## src/rtl/commit_trace_buffer_pkg.sv

```systemverilog
// Shared types and constants for the commit trace buffer: FSM states,
// record flag bit positions and the record-width helper.
package commit_trace_buffer_pkg;

  typedef enum logic [1:0] {
    IDLE    = 2'd0,
    RUN     = 2'd1,
    HALTED  = 2'd2,
    TIMEOUT = 2'd3
  } trace_state_e;

  localparam int FLG_RW  = 0;
  localparam int FLG_LD  = 1;
  localparam int FLG_ST  = 2;
  localparam int FLG_HLT = 3;
  localparam int FLAG_W  = 4;

  // Record layout: {cycle, flags, pc, waddr, wdata, maddr, mdata}
  function automatic int rec_width(input int data_w, input int reg_aw, input int cnt_w);
    return cnt_w + FLAG_W + 4 * data_w + reg_aw;
  endfunction

endpackage

```

## src/rtl/commit_trace_buffer_if.sv

```systemverilog
// Bundle of the cpu event inputs, the trace record stream and the status
// outputs. The tracer uses the master view; the cpu/consumer side uses slave.
interface commit_trace_buffer_if
  import commit_trace_buffer_pkg::*;
#(
  parameter int DATA_W = 16,
  parameter int REG_AW = 4,
  parameter int CNT_W  = 32
) ();
  localparam int REC_W = rec_width(DATA_W, REG_AW, CNT_W);

  logic              en;
  logic [DATA_W-1:0] pc;
  logic              reg_we;
  logic [REG_AW-1:0] reg_waddr;
  logic [DATA_W-1:0] reg_wdata;
  logic              mem_rd;
  logic              mem_wr;
  logic [DATA_W-1:0] mem_addr;
  logic [DATA_W-1:0] mem_wdata;
  logic [DATA_W-1:0] mem_rdata;
  logic              hlt;
  logic              trc_valid;
  logic              trc_ready;
  logic [REC_W-1:0]  trc_record;
  logic [CNT_W-1:0]  cycle_count;
  logic [CNT_W-1:0]  inst_count;
  logic [CNT_W-1:0]  drop_count;
  logic              overflow;
  logic              halted;
  logic              timeout;

  modport master (
    input  en, pc, reg_we, reg_waddr, reg_wdata, mem_rd, mem_wr,
           mem_addr, mem_wdata, mem_rdata, hlt, trc_ready,
    output trc_valid, trc_record, cycle_count, inst_count, drop_count,
           overflow, halted, timeout
  );

  modport slave (
    output en, pc, reg_we, reg_waddr, reg_wdata, mem_rd, mem_wr,
           mem_addr, mem_wdata, mem_rdata, hlt, trc_ready,
    input  trc_valid, trc_record, cycle_count, inst_count, drop_count,
           overflow, halted, timeout
  );
endinterface

```

## src/rtl/commit_trace_buffer_sync_fifo.sv

```systemverilog
// Single-clock FIFO with a registered head word. A pushed word becomes
// visible on head one cycle later; push and pop may occur together, also
// when full. Pointers carry one extra MSB to tell full from empty.
module commit_trace_buffer_sync_fifo #(
  parameter int WIDTH = 8,
  parameter int DEPTH = 16
) (
  input  logic             clk,
  input  logic             rst,
  input  logic             push,
  input  logic [WIDTH-1:0] push_data,
  input  logic             pop,
  output logic             full,
  output logic             empty,
  output logic [WIDTH-1:0] head
);
  localparam int AW = $clog2(DEPTH);

  logic [WIDTH-1:0] mem_q [DEPTH];
  logic [AW:0]      wr_ptr_q, wr_ptr_d, rd_ptr_q, rd_ptr_d;
  logic [WIDTH-1:0] head_q, head_d;
  logic             do_push, do_pop;

  assign empty   = (wr_ptr_q == rd_ptr_q);
  assign full    = (wr_ptr_q[AW] != rd_ptr_q[AW]) && (wr_ptr_q[AW-1:0] == rd_ptr_q[AW-1:0]);
  assign do_pop  = pop && !empty;
  assign do_push = push && (!full || do_pop);
  assign head    = head_q;

  // Pointer advance and next head: an older stored entry if one remains
  // after the pop, otherwise the word arriving this cycle, otherwise hold.
  always_comb begin
    wr_ptr_d = wr_ptr_q + {{AW{1'b0}}, do_push};
    rd_ptr_d = rd_ptr_q + {{AW{1'b0}}, do_pop};
    head_d   = head_q;
    if (wr_ptr_q != rd_ptr_d) begin
      head_d = mem_q[rd_ptr_d[AW-1:0]];
    end else if (do_push) begin
      head_d = push_data;
    end
  end

  // Storage array; contents need no reset since pointers define validity.
  always_ff @(posedge clk) begin
    if (do_push) begin
      mem_q[wr_ptr_q[AW-1:0]] <= push_data;
    end
  end

  // Pointer and head registers.
  always_ff @(posedge clk or posedge rst) begin
    if (rst) begin
      wr_ptr_q <= '0;
      rd_ptr_q <= '0;
      head_q   <= '0;
    end else begin
      wr_ptr_q <= wr_ptr_d;
      rd_ptr_q <= rd_ptr_d;
      head_q   <= head_d;
    end
  end
endmodule

```

## src/rtl/commit_trace_buffer.sv

```systemverilog
// Commit trace buffer: samples per-cycle writeback/memory events while
// running, counts cycles and retired instructions, queues one record per
// event cycle and streams records out over valid/ready. Stops on halt or
// when the watchdog cycle limit is reached.
module commit_trace_buffer
  import commit_trace_buffer_pkg::*;
#(
  parameter int DATA_W     = 16,
  parameter int REG_AW     = 4,
  parameter int DEPTH      = 16,
  parameter int CNT_W      = 32,
  parameter int MAX_CYCLES = 100000
) (
  input logic                 clk,
  input logic                 rst,
  commit_trace_buffer_if.master bus
);
  localparam int               REC_W      = rec_width(DATA_W, REG_AW, CNT_W);
  localparam logic [CNT_W-1:0] CNT_MAX    = '1;
  localparam logic [CNT_W-1:0] WDOG_LIMIT = CNT_W'(MAX_CYCLES);

  function automatic logic [CNT_W-1:0] sat_inc(input logic [CNT_W-1:0] v);
    return (v == CNT_MAX) ? v : v + CNT_W'(1);
  endfunction

  trace_state_e      state_q, state_d;
  logic [CNT_W-1:0]  cycle_q, cycle_d, inst_q, inst_d, drop_q, drop_d;
  logic              overflow_q, overflow_d;
  logic              active, event_hit, retire;
  logic              fifo_full, fifo_empty, pop, push_ok, push;
  logic [FLAG_W-1:0] flags;
  logic [DATA_W-1:0] mdata;
  logic [REC_W-1:0]  rec;

  assign active    = (state_q == RUN) && bus.en;
  assign event_hit = bus.reg_we | bus.mem_rd | bus.mem_wr | bus.hlt;
  assign retire    = bus.reg_we | bus.mem_wr | bus.hlt;
  assign pop       = !fifo_empty && bus.trc_ready;
  // A full FIFO still accepts when its head leaves in the same cycle.
  assign push_ok   = !fifo_full || pop;
  assign push      = active && event_hit && push_ok;

  // Record packing; a store wins the data field when ld and st coincide.
  always_comb begin
    flags          = '0;
    flags[FLG_RW]  = bus.reg_we;
    flags[FLG_LD]  = bus.mem_rd;
    flags[FLG_ST]  = bus.mem_wr;
    flags[FLG_HLT] = bus.hlt;
    mdata          = '0;
    if (bus.mem_wr) begin
      mdata = bus.mem_wdata;
    end else if (bus.mem_rd) begin
      mdata = bus.mem_rdata;
    end
    rec = {cycle_q, flags, bus.pc, bus.reg_waddr, bus.reg_wdata, bus.mem_addr, mdata};
  end

  // Next state: halt beats the watchdog when both land on the same cycle.
  always_comb begin
    state_d = state_q;
    unique case (state_q)
      IDLE: if (bus.en) state_d = RUN;
      RUN: begin
        if (!bus.en) begin
          state_d = IDLE;
        end else if (bus.hlt) begin
          state_d = HALTED;
        end else if (cycle_d == WDOG_LIMIT) begin
          state_d = TIMEOUT;
        end
      end
      default: state_d = state_q;
    endcase
  end

  // Saturating counters and sticky overflow, advanced only while capturing.
  always_comb begin
    cycle_d    = cycle_q;
    inst_d     = inst_q;
    drop_d     = drop_q;
    overflow_d = overflow_q;
    if (active) begin
      cycle_d = sat_inc(cycle_q);
      if (retire) begin
        inst_d = sat_inc(inst_q);
      end
      if (event_hit && !push_ok) begin
        drop_d     = sat_inc(drop_q);
        overflow_d = 1'b1;
      end
    end
  end

  // State and counter registers.
  always_ff @(posedge clk or posedge rst) begin
    if (rst) begin
      state_q    <= IDLE;
      cycle_q    <= '0;
      inst_q     <= '0;
      drop_q     <= '0;
      overflow_q <= 1'b0;
    end else begin
      state_q    <= state_d;
      cycle_q    <= cycle_d;
      inst_q     <= inst_d;
      drop_q     <= drop_d;
      overflow_q <= overflow_d;
    end
  end

  commit_trace_buffer_sync_fifo #(
    .WIDTH (REC_W),
    .DEPTH (DEPTH)
  ) u_fifo (
    .clk       (clk),
    .rst       (rst),
    .push      (push),
    .push_data (rec),
    .pop       (pop),
    .full      (fifo_full),
    .empty     (fifo_empty),
    .head      (bus.trc_record)
  );

  assign bus.trc_valid   = !fifo_empty;
  assign bus.cycle_count = cycle_q;
  assign bus.inst_count  = inst_q;
  assign bus.drop_count  = drop_q;
  assign bus.overflow    = overflow_q;
  assign bus.halted      = (state_q == HALTED);
  assign bus.timeout     = (state_q == TIMEOUT);
endmodule

```

## src/flat_wrapper.sv

```systemverilog
// flat-port wrapper written by rule: the top's interface ports become plain ports
module commit_trace_buffer_flat import commit_trace_buffer_pkg::*;
#(
  parameter int DATA_W     = 16,
  parameter int REG_AW     = 4,
  parameter int DEPTH      = 16,
  parameter int CNT_W      = 32,
  parameter int MAX_CYCLES = 100000
)
  (clk, rst, bus_en, bus_pc, bus_reg_we, bus_reg_waddr, bus_reg_wdata, bus_mem_rd, bus_mem_wr, bus_mem_addr, bus_mem_wdata, bus_mem_rdata, bus_hlt, bus_trc_ready, bus_trc_valid, bus_trc_record, bus_cycle_count, bus_inst_count, bus_drop_count, bus_overflow, bus_halted, bus_timeout);
  commit_trace_buffer_if #(.DATA_W(DATA_W), .REG_AW(REG_AW), .CNT_W(CNT_W)) bus_i ();
  input logic clk;
  input logic rst;
  input wire logic [$bits(bus_i.en)-1:0] bus_en;
  input wire logic [$bits(bus_i.pc)-1:0] bus_pc;
  input wire logic [$bits(bus_i.reg_we)-1:0] bus_reg_we;
  input wire logic [$bits(bus_i.reg_waddr)-1:0] bus_reg_waddr;
  input wire logic [$bits(bus_i.reg_wdata)-1:0] bus_reg_wdata;
  input wire logic [$bits(bus_i.mem_rd)-1:0] bus_mem_rd;
  input wire logic [$bits(bus_i.mem_wr)-1:0] bus_mem_wr;
  input wire logic [$bits(bus_i.mem_addr)-1:0] bus_mem_addr;
  input wire logic [$bits(bus_i.mem_wdata)-1:0] bus_mem_wdata;
  input wire logic [$bits(bus_i.mem_rdata)-1:0] bus_mem_rdata;
  input wire logic [$bits(bus_i.hlt)-1:0] bus_hlt;
  input wire logic [$bits(bus_i.trc_ready)-1:0] bus_trc_ready;
  output wire logic [$bits(bus_i.trc_valid)-1:0] bus_trc_valid;
  output wire logic [$bits(bus_i.trc_record)-1:0] bus_trc_record;
  output wire logic [$bits(bus_i.cycle_count)-1:0] bus_cycle_count;
  output wire logic [$bits(bus_i.inst_count)-1:0] bus_inst_count;
  output wire logic [$bits(bus_i.drop_count)-1:0] bus_drop_count;
  output wire logic [$bits(bus_i.overflow)-1:0] bus_overflow;
  output wire logic [$bits(bus_i.halted)-1:0] bus_halted;
  output wire logic [$bits(bus_i.timeout)-1:0] bus_timeout;
  assign bus_i.en = bus_en;
  assign bus_i.pc = bus_pc;
  assign bus_i.reg_we = bus_reg_we;
  assign bus_i.reg_waddr = bus_reg_waddr;
  assign bus_i.reg_wdata = bus_reg_wdata;
  assign bus_i.mem_rd = bus_mem_rd;
  assign bus_i.mem_wr = bus_mem_wr;
  assign bus_i.mem_addr = bus_mem_addr;
  assign bus_i.mem_wdata = bus_mem_wdata;
  assign bus_i.mem_rdata = bus_mem_rdata;
  assign bus_i.hlt = bus_hlt;
  assign bus_i.trc_ready = bus_trc_ready;
  assign bus_trc_valid = bus_i.trc_valid;
  assign bus_trc_record = bus_i.trc_record;
  assign bus_cycle_count = bus_i.cycle_count;
  assign bus_inst_count = bus_i.inst_count;
  assign bus_drop_count = bus_i.drop_count;
  assign bus_overflow = bus_i.overflow;
  assign bus_halted = bus_i.halted;
  assign bus_timeout = bus_i.timeout;
  commit_trace_buffer #(.DATA_W(DATA_W), .REG_AW(REG_AW), .DEPTH(DEPTH), .CNT_W(CNT_W), .MAX_CYCLES(MAX_CYCLES)) u_core (.clk(clk), .rst(rst), .bus(bus_i));
endmodule
```

## config.mk

```make
export PLATFORM = sky130hd
export DESIGN_NAME = commit_trace_buffer_flat
export DESIGN_NICKNAME = d
export VERILOG_FILES = /design/src/rtl/commit_trace_buffer_pkg.sv /design/src/rtl/commit_trace_buffer_if.sv /design/src/rtl/commit_trace_buffer_sync_fifo.sv /design/src/rtl/commit_trace_buffer.sv /design/src/flat_wrapper.sv
export SDC_FILE = /design/constraint.sdc
export NUM_CORES = 2
export LEC_CHECK = 0
export BUFFER_PORTS_ARGS = -buffer_cell sky130_fd_sc_hd__buf_4
export CELL_PAD_IN_SITES_DETAIL_PLACEMENT = 1
export CELL_PAD_IN_SITES_GLOBAL_PLACEMENT = 1
export CORE_ASPECT_RATIO = 2
export CORE_UTILIZATION = 35
export CTS_CLUSTER_SIZE = 12
export DETAILED_ROUTE_END_ITERATION = 16
export GPL_ROUTABILITY_DRIVEN = 0
export MAX_ROUTING_LAYER = met4
export PLACE_DENSITY_LB_ADDON = 0.1
export SLEW_MARGIN = 20
export SYNTH_ARGS = -nofsm -noshare
export SYNTH_HDL_FRONTEND = slang
export SYNTH_HIERARCHICAL = 1
export SYNTH_SLANG_ARGS = --single-unit
```

## constraint.sdc

```tcl
create_clock -name clk -period 15.4 [get_ports clk]
set_input_delay 1.54 -clock clk [delete_from_list [all_inputs] [get_ports clk]]
set_output_delay 1.54 -clock clk [all_outputs]
set_load 0.005 [all_outputs]
```

==> flow_metrics.py <==
metrics = {
    "pwr": {
        "internal-power_mw": 10.8,
        "clkPwrFrac": 0.256,
        "p_comb_frac": 0.376,
        "power_density_nw_per_um2": 197,
        "vdd_drop_max_v": 0.000278,
        "power_mw": 16.6,
        "p_leak_nw": 26.7,
        "pwr-share-seq": 0.368,
        "switching_power_mw": 5.74,
        "power_switching_share": 0.346,
    },
    "global_routing": {
        "track_usage": 0.225,
        "grt_pass1_vias": 42100,
        "antenna_found_initial": 14,
        "grt_pass1_wl_mm": 324,
        "overflow": 0,
        "grt_max_degree": 138,
    },
    "clock_tree": {
        "cts_resized": 0,
        "cts_setup_buffers": 0,
        "htreeDepth": 4,
        "ctsRootBufferMaster": "clkbuf_16",
        "clk_latency_ns": 0.82,
        "numCtsBuffers": 188,
        "cts_tree": "done",
        "cts_sinks": 1877,
        "cts_hold_buf": 0,
        "path_clk_slew_ns": 0.07,
        "cts_buffer_depth": 4,
    },
    "place": {
        "place.port_buffers": 295,
        "place_hpwl_mm": 119,
        "postPlaceCellArea_um2": 78600,
        "dpl.cell_count": 6497,
    },
    "hold_path": {
        "whs_path_depth": 1,
        "hp-start": "u_core/bus.overflow$_DFFE_PP0P_",
        "holdPathEnd": "u_core/bus.overflow$_DFFE_PP0P_",
        "hp-class": "register to register",
    },
    "die": {
        "die_area_um2": 210000,
        "fp.dieH_um": 647,
        "core_area_um2": 207000,
        "start_util": 0.352,
        "dieWidth_um": 325,
        "ioPinCount": 296,
        "rows": 236,
    },
    "synth": {
        "yosysSeqAreaShare": 0.759,
        "netlist_area_um2": 72800,
        "synth_top_family_by_area": "multiplexers",
        "synth-xor-area-share": 0.0127,
        "synth-main-ff-cell": "edfxtp_1",
        "synth_edf_count": 1664,
        "synthTopCellsByArea": "edfxtp_1, mux4_2, dfrtp_1",
        "synth.area.mux_share": 0.129,
        "yosys.area_share.simple": 0.0254,
        "synth.distinct_cells": 70,
        "synth_nets": 3692,
        "yosys.area.top_type": "edfxtp_1",
        "synthAdderAreaFrac": 0.00120,
        "synth_area_per_cell_um2": 20.3,
        "ys_warn_count": 6,
        "synth_seq_cells": 1877,
        "synth_compound_area_frac": 0.0525,
        "netlist.area_leader.share": 0.686,
        "synthArstFlopShare": 0.113,
        "synth_cells": 3593,
    },
    "layout": {
        "fin_nets": 4049,
        "nFillCells": 19700,
        "drive_above_1_share": 0.264,
        "fin_area_um2": 84000,
        "finalNonFillerCells": 6830,
        "multiInputGateArea_um2": 16300,
        "seq_area_um2": 55300,
        "syn_to_final_growth_pct": 15.4,
    },
    "setup_path": {
        "reg2reg_setup_slack_ns": 8.63,
        "critPathSlowestCell": "buf_4",
        "worstPathArrival_ns": 7.43,
        "setup.worst_path.class": "register to register",
        "worstPathRequired_ns": 16.05,
        "r2r-start": "u_core/u_fifo/wr_ptr_q[1]$_DFF_PP0_",
        "endpoint_kind": "register",
        "cp_cell_sequence": "xor2_1 -> nor4_4 -> and2_1 -> inv_1 -> nand2_1 -> inv_1 -> nor2b_1 -> ha_4 -> ha_4 -> buf_12 -> buf_4 -> buf_4 -> mux4_2 -> a222oi_1 -> a31oi_1",
        "r2r_cells": 15,
        "critPathMaxFanout": 137,
        "start_kind": "register",
        "r2r-end": "u_core/u_fifo/head[24]$_DFFE_PP0P_",
        "slowest_delay_ns": 0.91,
    },
    "route": {
        "routed_wl_mm": 231,
        "drtIter0Drc": 3271,
        "via_per_inst": 5.69,
        "vias": 38800,
        "avgRoutedWirePerCell_um": 33.8,
        "drc": 0,
        "drt-pass1-iter-count": 8,
        "ant_nets": 0,
    },
    "status": {
        "outcome": "complete, no violations",
    },
    "job": {
        "drv_cap": 0,
    },
    "timing": {
        "tightest_slew_ns": 1.09,
        "drv_slew": 0,
        "holdWs_ns": 0.480,
        "fmaxAchievable_ghz": 0.148,
        "finalSetupTns_ns": 0,
        "min_period_ns": 6.77,
        "hold_viol_final": 0,
        "finalSetupViolCount": 0,
        "finClkSkew_ns": 0.0291,
        "timing.slew.headroom": 0.275,
        "rsz0062_at_grt": "no",
        "fin_crit_sh": 0.440,
    },
}
cell usage in the layout (no fill, tap or decap), types with 8 or more instances in the layout:
cell type,count
inv_1,114
clkbuf_1,116
mux4_2,416
a211oi_1,105
a21oi_1,8
a31oi_1,107
nor2_1,33
xnor2_1,73
a22o_1,15
dfrtp_1,213
nand3_1,46
nor3_1,12
nor2_4,10
buf_4,393
nand4_1,21
clkbuf_16,193
and3_1,16
edfxtp_1,1664
a2111oi_0,104
nand2_1,157
a222oi_1,104
buf_12,8
xor2_1,30
cells in the mapped netlist (3+ instances only):
master,n
a31oi_1,108
a21oi_1,8
or3_1,5
a22o_1,16
a211oi_1,105
xor2_1,30
nand4b_1,3
and3_1,16
nand3_1,47
inv_1,116
clkbuf_1,150
and4_1,3
buf_4,8
buf_1,5
a222oi_1,104
nand2_1,157
a2111oi_0,104
nand3b_1,3
ha_1,7
xnor2_1,73
nor3_1,18
nor2b_1,8
and4_4,3
nor3_4,3
edfxtp_1,1664
a41oi_1,4
and2_1,7
mux4_2,416
nand4_1,21
buf_2,69
nand4_2,5
nand2b_1,6
nor2_1,43
dfrtp_1,213
state kept, by name, indices dropped and copies added, names as in the netlist:
signal,flops
u_core/u_fifo/mem_q,1664
u_core/bus.inst_count,32
u_core/bus.drop_count,32
u_core/u_fifo/rd_ptr_q,5
u_core/u_fifo/wr_ptr_q,5
u_core/bus.overflow,1
u_core/u_fifo/head,104
u_core/bus.cycle_count,32
u_core/state_q,2
through the flow:
step / util / worst slack (ns)
after floorplan: - / 2.12
after global placement: 0.380 / 8.35
after detailed placement: 0.380 / 8.40
after CTS: 0.407 / 8.59
after global routing: 0.407 / 8.27
final: 0.407 / 8.63
worst max path at each step:
stage                                              startpoint                                    to  slack, ns  depth (start not counted)
final                     u_core/u_fifo/wr_ptr_q[1]$_DFF_PP0_    u_core/u_fifo/head[24]$_DFFE_PP0P_       8.63                         15
after global routing      u_core/u_fifo/wr_ptr_q[1]$_DFF_PP0_    u_core/u_fifo/head[36]$_DFFE_PP0P_       8.27                         15
after CTS                 u_core/u_fifo/wr_ptr_q[1]$_DFF_PP0_    u_core/u_fifo/head[24]$_DFFE_PP0P_       8.59                         15
after detailed placement                        bus_trc_ready    u_core/u_fifo/head[24]$_DFFE_PP0P_       8.40                         12
after global placement                          bus_trc_ready    u_core/u_fifo/head[37]$_DFFE_PP0P_       8.35                         12
after floorplan                                        bus_en  u_core/u_fifo/mem_q[12][0]$_DFFE_PP_       2.12                          9
power by group through the flow:
stage               logic [mW]  registers, mW  clock network, mW
finish                    6.24           6.10               4.25
global route              6.66           6.13               4.52
CTS                       6.41           6.11               4.38
detailed placement        6.39           6.21                  0
global placement          6.37           6.22                  0
floorplan                 4.18           6.07                  0
cells by family after synthesis:
logic type / count (synthesis)
AO/OA/AOI/OAI: 468
buffers and inverters: 352
flip-flops: 1877
XOR/XNOR: 104
AND/OR/NAND/NOR: 365
adder cells (fa/ha/maj): 7
multiplexers: 420
area by class of cell:
cell class,count,share of cell area
timing repair buffer,401,0.0370
multi-input combinational,1364,0.194
tap,2737,0.0407
clock inverter,15,0.00122
antenna,6,0.000179
inverter,118,0.00545
clock buffer,312,0.0631
sequential,1877,0.658
worst max-delay path: cells and delay by family, from the launching register on:
family | cells | cell delay, ns
buffers and inverters | 5 | 2.67
adders and majority gates | 2 | 1.03
and+or+nand+nor | 4 | 0.84
DFF | 1 | 0.65
AOI/OAI and AO/OA | 2 | 0.54
muxes | 1 | 0.42
xor gates and xnor gates | 1 | 0.18
routing by layer:
layer	routed length, um	up-vias	part of all wire	GRT usage
met3	12000	327	0.052	0.0330
met4	5930	0	0.026	0.0614
li1	-	15700	-	-
met1	92100	21500	0.40	0.272
met5	0	-	0	-
met2	121000	1271	0.52	0.392
Power figures use the tool's default switching activity.
